--- config.mk ---
export PLATFORM = sky130hd
export DESIGN_NAME = instr_fetch_unit
export DESIGN_NICKNAME = d
export VERILOG_FILES = /design/src/rtl/fetch_pkg.sv /design/src/rtl/fetch_addr_check.sv /design/src/rtl/instr_fetch_unit.sv
export SDC_FILE = /design/constraint.sdc
export NUM_CORES = 1
export LEC_CHECK = 0
export ABC_AREA = 1
export BUFFER_PORTS_ARGS = -buffer_cell sky130_fd_sc_hd__buf_2
export CAP_MARGIN = 20
export CORE_MARGIN = 1.5
export CORE_UTILIZATION = 50
export DETAILED_ROUTE_END_ITERATION = 8
export PLACE_DENSITY = 0.83
export SLEW_MARGIN = 20
export SYNTH_ARGS = -nofsm -noshare
export SYNTH_HDL_FRONTEND = slang
export SYNTH_SLANG_ARGS = --single-unit
--- constraint.sdc ---
create_clock -name iCLK -period 4.5 [get_ports iCLK]
set_input_delay 0.9 -clock iCLK [delete_from_list [all_inputs] [get_ports iCLK]]
set_output_delay 0.9 -clock iCLK [all_outputs]
set_load 0.03 [all_outputs]
--- src/rtl/fetch_pkg.sv ---
// Shared types and constants for the instruction fetch path.
// The optional FETCH_PERF_CNT_EN build macro is consumed by instr_fetch_unit.
package fetch_pkg;

    typedef logic [63:0] addr_t;

    typedef enum logic [1:0] {
        REQ   = 2'd0,
        WAIT  = 2'd1,
        HOLD  = 2'd2,
        FAULT = 2'd3
    } fetch_state_t;

    localparam int         INSTR_BYTES  = 4;
    localparam logic [3:0] BYTE_EN_WORD = 4'b1111;

endpackage

--- src/rtl/fetch_addr_check.sv ---
// Combinational range/alignment check for a word access inside [TEXT_BASE, TEXT_END].
// Shared with the data-side checker, so it carries no fetch-specific state.
module fetch_addr_check
    import fetch_pkg::*;
#(
    parameter addr_t TEXT_BASE = 64'h0000_0000_0040_0000,
    parameter addr_t TEXT_END  = 64'h0000_0000_0040_0FFF
) (
    input  addr_t addr,
    output logic  ok
);

    // The whole 4-byte word must fit, hence the upper bound of TEXT_END-3.
    assign ok = (addr >= TEXT_BASE) &&
                (addr <= TEXT_END - addr_t'(3)) &&
                (addr[1:0] == 2'b00);

endmodule

--- src/rtl/instr_fetch_unit.sv ---
// Instruction fetch: owns the PC, issues one code-memory read at a time, hands words to decode.
// Define FETCH_PERF_CNT_EN to build the fetch/stall performance counters.
module instr_fetch_unit
    import fetch_pkg::*;
#(
    parameter addr_t TEXT_BASE   = 64'h0000_0000_0040_0000,
    parameter addr_t TEXT_END    = 64'h0000_0000_0040_0FFF,
    parameter addr_t RESET_PC    = 64'h0000_0000_0040_0000,
    parameter int    MEM_LATENCY = 1
) (
    input  logic         iCLK,
    input  logic         iRST,
    output logic [63:0]  oMemAddress,
    output logic         oMemReadEnable,
    output logic [3:0]   oMemByteEnable,
    input  logic [31:0]  iMemReadData,
    input  logic         iRedirect,
    input  logic [63:0]  iRedirectPC,
    output logic [31:0]  oInstr,
    output logic [63:0]  oPC,
    output logic         oValid,
    input  logic         iReady,
    output logic         oFault,
    output logic [31:0]  oFetchCount,
    output logic [31:0]  oStallCount,
    output fetch_state_t dbg_state
);

    // Handshake: oInstr/oPC transfer on a rising iCLK edge where oValid && iReady;
    // oValid, once set, holds with stable payload until that edge or a redirect.

    fetch_state_t state;
    addr_t        pc;
    logic [2:0]   lat_cnt;
    logic         addr_ok;

    fetch_addr_check #(
        .TEXT_BASE (TEXT_BASE),
        .TEXT_END  (TEXT_END)
    ) u_addr_check (
        .addr (pc),
        .ok   (addr_ok)
    );

    assign oMemByteEnable = BYTE_EN_WORD;
    assign dbg_state      = state;

    always_ff @(posedge iCLK) begin
        if (iRST) begin
            state          <= REQ;
            pc             <= RESET_PC;
            lat_cnt        <= '0;
            oMemAddress    <= '0;
            oMemReadEnable <= 1'b0;
            oInstr         <= '0;
            oPC            <= '0;
            oValid         <= 1'b0;
            oFault         <= 1'b0;
        end else if (iRedirect) begin
            // Abandons any in-flight read; a same-cycle handshake has already transferred.
            state          <= REQ;
            pc             <= iRedirectPC;
            oMemAddress    <= '0;
            oMemReadEnable <= 1'b0;
            oValid         <= 1'b0;
            oFault         <= 1'b0;
        end else begin
            case (state)
                REQ: begin
                    if (!addr_ok) begin
                        oFault <= 1'b1;
                        state  <= FAULT;
                    end else begin
                        oMemAddress    <= pc;
                        oMemReadEnable <= 1'b1;
                        lat_cnt        <= 3'(MEM_LATENCY - 1);
                        state          <= WAIT;
                    end
                end
                WAIT: begin
                    if (lat_cnt != 3'd0) begin
                        lat_cnt <= lat_cnt - 3'd1;
                    end else begin
                        oInstr         <= iMemReadData;
                        oPC            <= pc;
                        oValid         <= 1'b1;
                        pc             <= pc + addr_t'(INSTR_BYTES);
                        oMemAddress    <= '0;
                        oMemReadEnable <= 1'b0;
                        state          <= HOLD;
                    end
                end
                HOLD: begin
                    if (iReady) begin
                        oValid <= 1'b0;
                        state  <= REQ;
                    end
                end
                FAULT: begin
                    oValid         <= 1'b0;
                    oMemReadEnable <= 1'b0;
                    oMemAddress    <= '0;
                end
            endcase
        end
    end

`ifdef FETCH_PERF_CNT_EN
    logic [31:0] fetch_count;
    logic [31:0] stall_count;

    always_ff @(posedge iCLK) begin
        if (iRST) begin
            fetch_count <= '0;
            stall_count <= '0;
        end else begin
            if (oValid && iReady)  fetch_count <= fetch_count + 32'd1;
            if (oValid && !iReady) stall_count <= stall_count + 32'd1;
        end
    end

    assign oFetchCount = fetch_count;
    assign oStallCount = stall_count;
`else
    assign oFetchCount = 32'h0;
    assign oStallCount = 32'h0;
`endif

endmodule

Yosys cells after proc, flatten, opt, wreduce, memory -nomap -nowiden. Cells that the tools add are included.

Output and inout port bits: 233. Word-level logic and storage cells: 61. Register bits after elaboration: 232. Input bits: 100.

Multiplexer cells: 19. Add/subtract/negate cells: 2. Reductions and logical operators: 18. Magnitude comparators: 2. Eq/ne operators: 8. Bitwise logic cells: 3.

Operator list (count): $mux W64 (5); $pmux W64 S3 (1); $add A64 B3 Y64 const B (1); $ge A64 B23 Y1 const B (1); $le A64 B23 Y1 const B (1); $reduce_and A3 Y1 (4); $reduce_bool A3 Y1 (4); $ne A2 B2 Y1 const B (5); $mux W2 (3); $mux W3 (2); $pmux W1 S3 (2); $pmux W2 S3 (1); $pmux W3 S2 (1); $eq A2 B2 Y1 const B (2); $logic_not A2 Y1 (2); $mux W1 (4); $reduce_and A2 Y1 (2); $reduce_and A4 Y1 (1); $reduce_bool A2 Y1 (2); $not A1 Y1 (3); $sub A3 B1 Y3 const B (1); $eq A2 B1 Y1 const B (1); $logic_and A1 B1 Y1 (2); $reduce_or A2 Y1 (1).

Logic depth before layout (Yosys ltp).
Word-level depth: 5. Mapped depth: 13. Mapped depth without buffers: 13.

Hierarchy. Synthesis repeated with hierarchy kept, for this count alone.

Cell total of the unflattened synthesis: 1708. Area total of the unflattened synthesis: 11647.4 µm².

By module, submodules not included: instr_fetch_unit (cells each 1612, sequential area each 4644.5 µm², area each 11262.1 µm², instances 1); fetch_addr_check (cells each 96, sequential area each 0.0 µm², area each 385.4 µm², instances 1).

Worst setup path before layout. No wires, ideal clock.

Path kind: input to register. Start point: in iRedirect. End point: reg pc[52]. Arrival: 1.885 ns. Required time: 4.368 ns. Buffers on the path: 3. Path slack: 2.483 ns. Stages: 7. Library setup time: 0.132 ns. Path through: buf_2 > inv_1 > clkbuf_1 > buf_1 > nand3_1 > nand2_1 > a21oi_1.

Cells in the longest elaborated chain, start to end: 2. Elaborated cells on any way between the ends: 4. Those cells by class: eq/ne: 1; mux: 1; reduce/logical: 2.

RTL lines: from (decl) (RTL line instr_fetch_unit.sv:17) `input logic iRedirect,`; $ne A2 B2 Y1 (no line) or $reduce_bool A2 Y1 (tied branches); $reduce_and A2 Y1 (no line); to (signal assigned) (RTL line instr_fetch_unit.sv:62) `pc <= iRedirectPC;`; to (signal assigned) (RTL line instr_fetch_unit.sv:87) `pc <= pc + addr_t'(INSTR_BYTES);`; to (decl) (RTL line instr_fetch_unit.sv:33) `addr_t pc;`.

Several ways; a longest one is shown, not always the timed one. A chain may end at the register's enable or synchronous reset.

Worst setup path in the final report.
Start point: reg state[1] (netlist: dbg_state[1]). End point: reg lat_cnt[2].

Cells in the longest elaborated chain, start to end: 3. Elaborated cells on any way between the ends: 7. Those cells by class: eq/ne: 3; mux: 1; reduce/logical: 3.

RTL lines: from (decl) (RTL line instr_fetch_unit.sv:32) `fetch_state_t state;`; from (signal assigned) (RTL line instr_fetch_unit.sv:50) `state <= REQ;`; from (signal assigned) (RTL line instr_fetch_unit.sv:61) `state <= REQ;`; from (signal assigned) (RTL line instr_fetch_unit.sv:72) `state <= FAULT;`; $eq A2 B1 Y1 or $logic_not A2 Y1 (tied branches) (RTL line instr_fetch_unit.sv:68) `case (state)`; $ne A2 B2 Y1 (no line) or $reduce_bool A2 Y1 (tied branches); $reduce_and A4 Y1 (no line); to (signal assigned) (RTL line instr_fetch_unit.sv:76) `lat_cnt <= 3'(MEM_LATENCY - 1);`; to (signal assigned) (RTL line instr_fetch_unit.sv:82) `lat_cnt <= lat_cnt - 3'd1;`; to (decl) (RTL line instr_fetch_unit.sv:34) `logic [2:0] lat_cnt;`.

Several ways; a longest one is shown, not always the timed one.

==> run_results.csv <==
group,metric,value,unit
outcome,outcome,"completed",
floorplanning,die_w,160,microns
yosys,avgSynthCellArea,6.65,sq um
pwr,p_switching,1.90,mW
cts,clock_latency,0.54,ns
worst_hold_path,min_path_cells,2,
routing,vias,12900,
setup_path,worstPathArrival,3.13,ns
floorplanning,rows,57,
floorplanning,start_util,51.0,%
pwr,comb_power_share,21.6,%
timing,setup-tns-final,0,ns
pwr,ir_drop,0.238,mV
setup_path,worstSetupPathType,"register to register",
cells_and_area,layout_common_cells,"418 x nand2_1, 346 x nor2_1, 264 x buf_2",
cts,postCtsSetupBuffers,0,
timing,setup_viol,0,
place,place_congestion,0.987,
cells_and_area,final_common_cell,"nand2_1",
setup_path,crit_path_end_kind,"register",
place,dp_hpwl,29.7,mm
routing,drc_errors,0,
routing,ant_nets,0,
yosys,synth_seq_area_share,37.5,%
worst_hold_path,min_path_type,"register to register",
cells_and_area,diodes,0,
cells_and_area,drive_gt1_share,19.3,%
yosys,synth_warnings,0,
routing,wire_per_inst,16.8,microns
setup_path,timing.critical_path.cells,"inv_1, ha_1, nand2_2, inv_2, nor2_4, inv_2, a21oi_1, nand2_1, nand2_1, a21oi_1",
global_routing,grt_usage,30.5,%
cells_and_area,areaGrowthSynthToFinish,15.3,%
global_routing,grt_pass1_wl,62.8,mm
yosys,ys_seq_elements,232,
global_routing,grt_pass1_vias,11400,
cts,cts-root-buf,"clkbuf_16",
routing,drt_iter0_drc,1439,
global_routing,antenna_found_initial,0,
place,io_buffers,264,
global_routing,overflow,0,
pwr,power.share.clock,37.1,%
floorplanning,ios,333,
timing,hold_violations,0,
timing,slew_headroom,34.1,%
timing,skew,0.0135,ns
timing,min_period,2.76,ns
pwr,powerDensity,397,nW/um^2
timing,holdWs,0.463,ns
pwr,p_int,3.78,mW
routing,drt-total-wl,40.2,mm
timing,clock.fmax,0.362,GHz
global_routing,grt_max_degree,182,
pwr,switching_share,33.4,%
cts,htreeDepth,1,
cts,cts_resized,0,
setup_path,slowest_stage,"nor2_4",
routing,viasPerCell,5.36,
pwr,power_leakage,6.48,nW
yosys,ys_types,44,
setup_path,r2r_cells,10,
floorplanning,die_area,25800,sq um
floorplanning,fp.coreArea,24300,sq um
cts,clock-sinks,232,
yosys,synth_cells,1864,
setup_path,cp.required,4.87,ns
setup_path,cp_max_fo,28,
run,cap_violations,0,
pwr,power.share.sequential,41.4,%
cells_and_area,nNetsFinal,2164,
timing,min_period_over_period,61.4,%
timing,slew_viol_final,0,
setup_path,start_kind,"register",
cts,cts_inserted_buffers,25,
floorplanning,die_h,160,microns
cts,clkTransAtPathRegs,0.06,ns
yosys,syn_area,12400,sq um
cts,cts_hold_buf,0,
routing,firstDrtPassIters,9,
setup_path,critPathMaxStageDelay,0.43,ns
timing,max_slew.worst_pin.slew,0.989,ns
timing,grt_setup_unrepaired,"false",
cells_and_area,fill_cells,2381,
cts,tritoncts,"yes",
cts,cts.path.max_buffers,3,
## synthesized netlist by cell type
cell / number / area share (%)
nand2_1: 418 / 13
nor2_1: 349 / 11
dfxtp_1: 232 / 37
nand3_1: 140 / 5.7
inv_1: 125 / 3.8
a21oi_1: 112 / 4.5
o21ai_0: 105 / 4.2
buf_4: 71 / 4.3
clkbuf_1: 59 / 1.8
a21oi_2: 49 / 3.5
buf_2: 32 / 1.3
a211oi_1: 25 / 1.5
nand4_1: 21 / 1.1
xor2_1: 20 / 1.4
a31oi_1: 13 / 0.66
nor3_1: 11 / 0.44
nor2_2: 9 / 0.45
o21ai_1: 9 / 0.36
buf_1: 8 / 0.24
ha_1: 8 / 0.81
inv_2: 8 / 0.24
buf_12: 5 / 0.81
o211ai_1: 4 / 0.24
o21bai_1: 4 / 0.24
nor2_4: 3 / 0.27
and2_1: 2 / 0.10
conb_1: 2 / 0.061
nand2_2: 2 / 0.10
or2_2: 2 / 0.10
xnor2_1: 2 / 0.14
a221oi_1: 1 / 0.071
a22o_1: 1 / 0.071
a32oi_1: 1 / 0.071
and3_1: 1 / 0.050
buf_6: 1 / 0.091
buf_8: 1 / 0.12
clkinv_1: 1 / 0.030
nand2_4: 1 / 0.091
nand3_2: 1 / 0.081
nor3_2: 1 / 0.081
nor3b_1: 1 / 0.061
o211a_1: 1 / 0.081
o221ai_1: 1 / 0.071
or2_0: 1 / 0.050
## kinds of logic after synthesis
family | share of synthesized area [%]
flops | 37.5
fa+ha+maj | 0.807
xor+xnor | 1.55
other cells | 0.0606
compound gates | 15.6
simple gates | 31.8
buf+inv | 12.7
## per-stage QoR
step	total power [mW]	worst slack, ns	instance area (sq um)	instances	util, %
2_1_floorplan	3.34	2.48	12600	1930	-
3_3_place_gp	3.57	1.46	13500	2353	55.3
3_5_place_dp	3.60	1.45	13500	2353	55.3
4_1_cts	5.69	1.78	14300	2399	58.8
5_1_grt	5.92	1.48	14300	2399	58.8
6_report	5.68	1.74	14300	2399	58.8
## critical path, delay by kind of cell, from the launching register on
| family | cells | cell delay (ns) |
|---|---|---|
| simple gates | 4 | 0.91 |
| buf+inv | 3 | 0.61 |
| compound gates | 2 | 0.45 |
| flops | 1 | 0.42 |
| fa+ha+maj | 1 | 0.21 |
## per-layer routing
metal | GRT usage (%) | share of wire, %
met3 | 5.24 | 10
met1 | 44.7 | 44
met4 | 9.60 | 2.7
met2 | 45.5 | 43
met5 | 0 | 0
## power by group through the flow
stage,logic (mW),registers (mW),clock network (mW)
CTS,1.22,2.34,2.13
global placement,1.19,2.38,0
global route,1.34,2.36,2.22
finish,1.22,2.35,2.10
floorplan,0.804,2.54,0
detailed placement,1.21,2.39,0
## worst paths after layout
| path | from | to | slack [ns] |
|---|---|---|---|
| hold reg to reg | oFault | oFault | 0.46 |
| hold / removal | oFault | oFault | 0.46 |
| setup reg to reg | dbg_state[1] | lat_cnt[2] | 1.74 |
| setup / recovery | dbg_state[1] | lat_cnt[2] | 1.74 |
## cell type report
class                           instances  area, sq um  share of cell area, %
Tap cell                              324          405                   2.84
Clock inverter                         14          136                  0.954
Clock buffer                           32          702                   4.91
Inverter                              134          504                   3.53
Multi-Input combinational cell       1387         6450                   45.1
Sequential cell                       232         4640                   32.5
Timing Repair Buffer                  276         1450                   10.1
## state kept, by name, summed over array words and instances, names as in the netlist, 2 cells and up
register / flops
dbg_state: 2
pc: 64
lat_cnt: 3
oInstr: 32
oPC: 64
oMemAddress: 64
No activity file was read; power rests on OpenSTA's default activity.
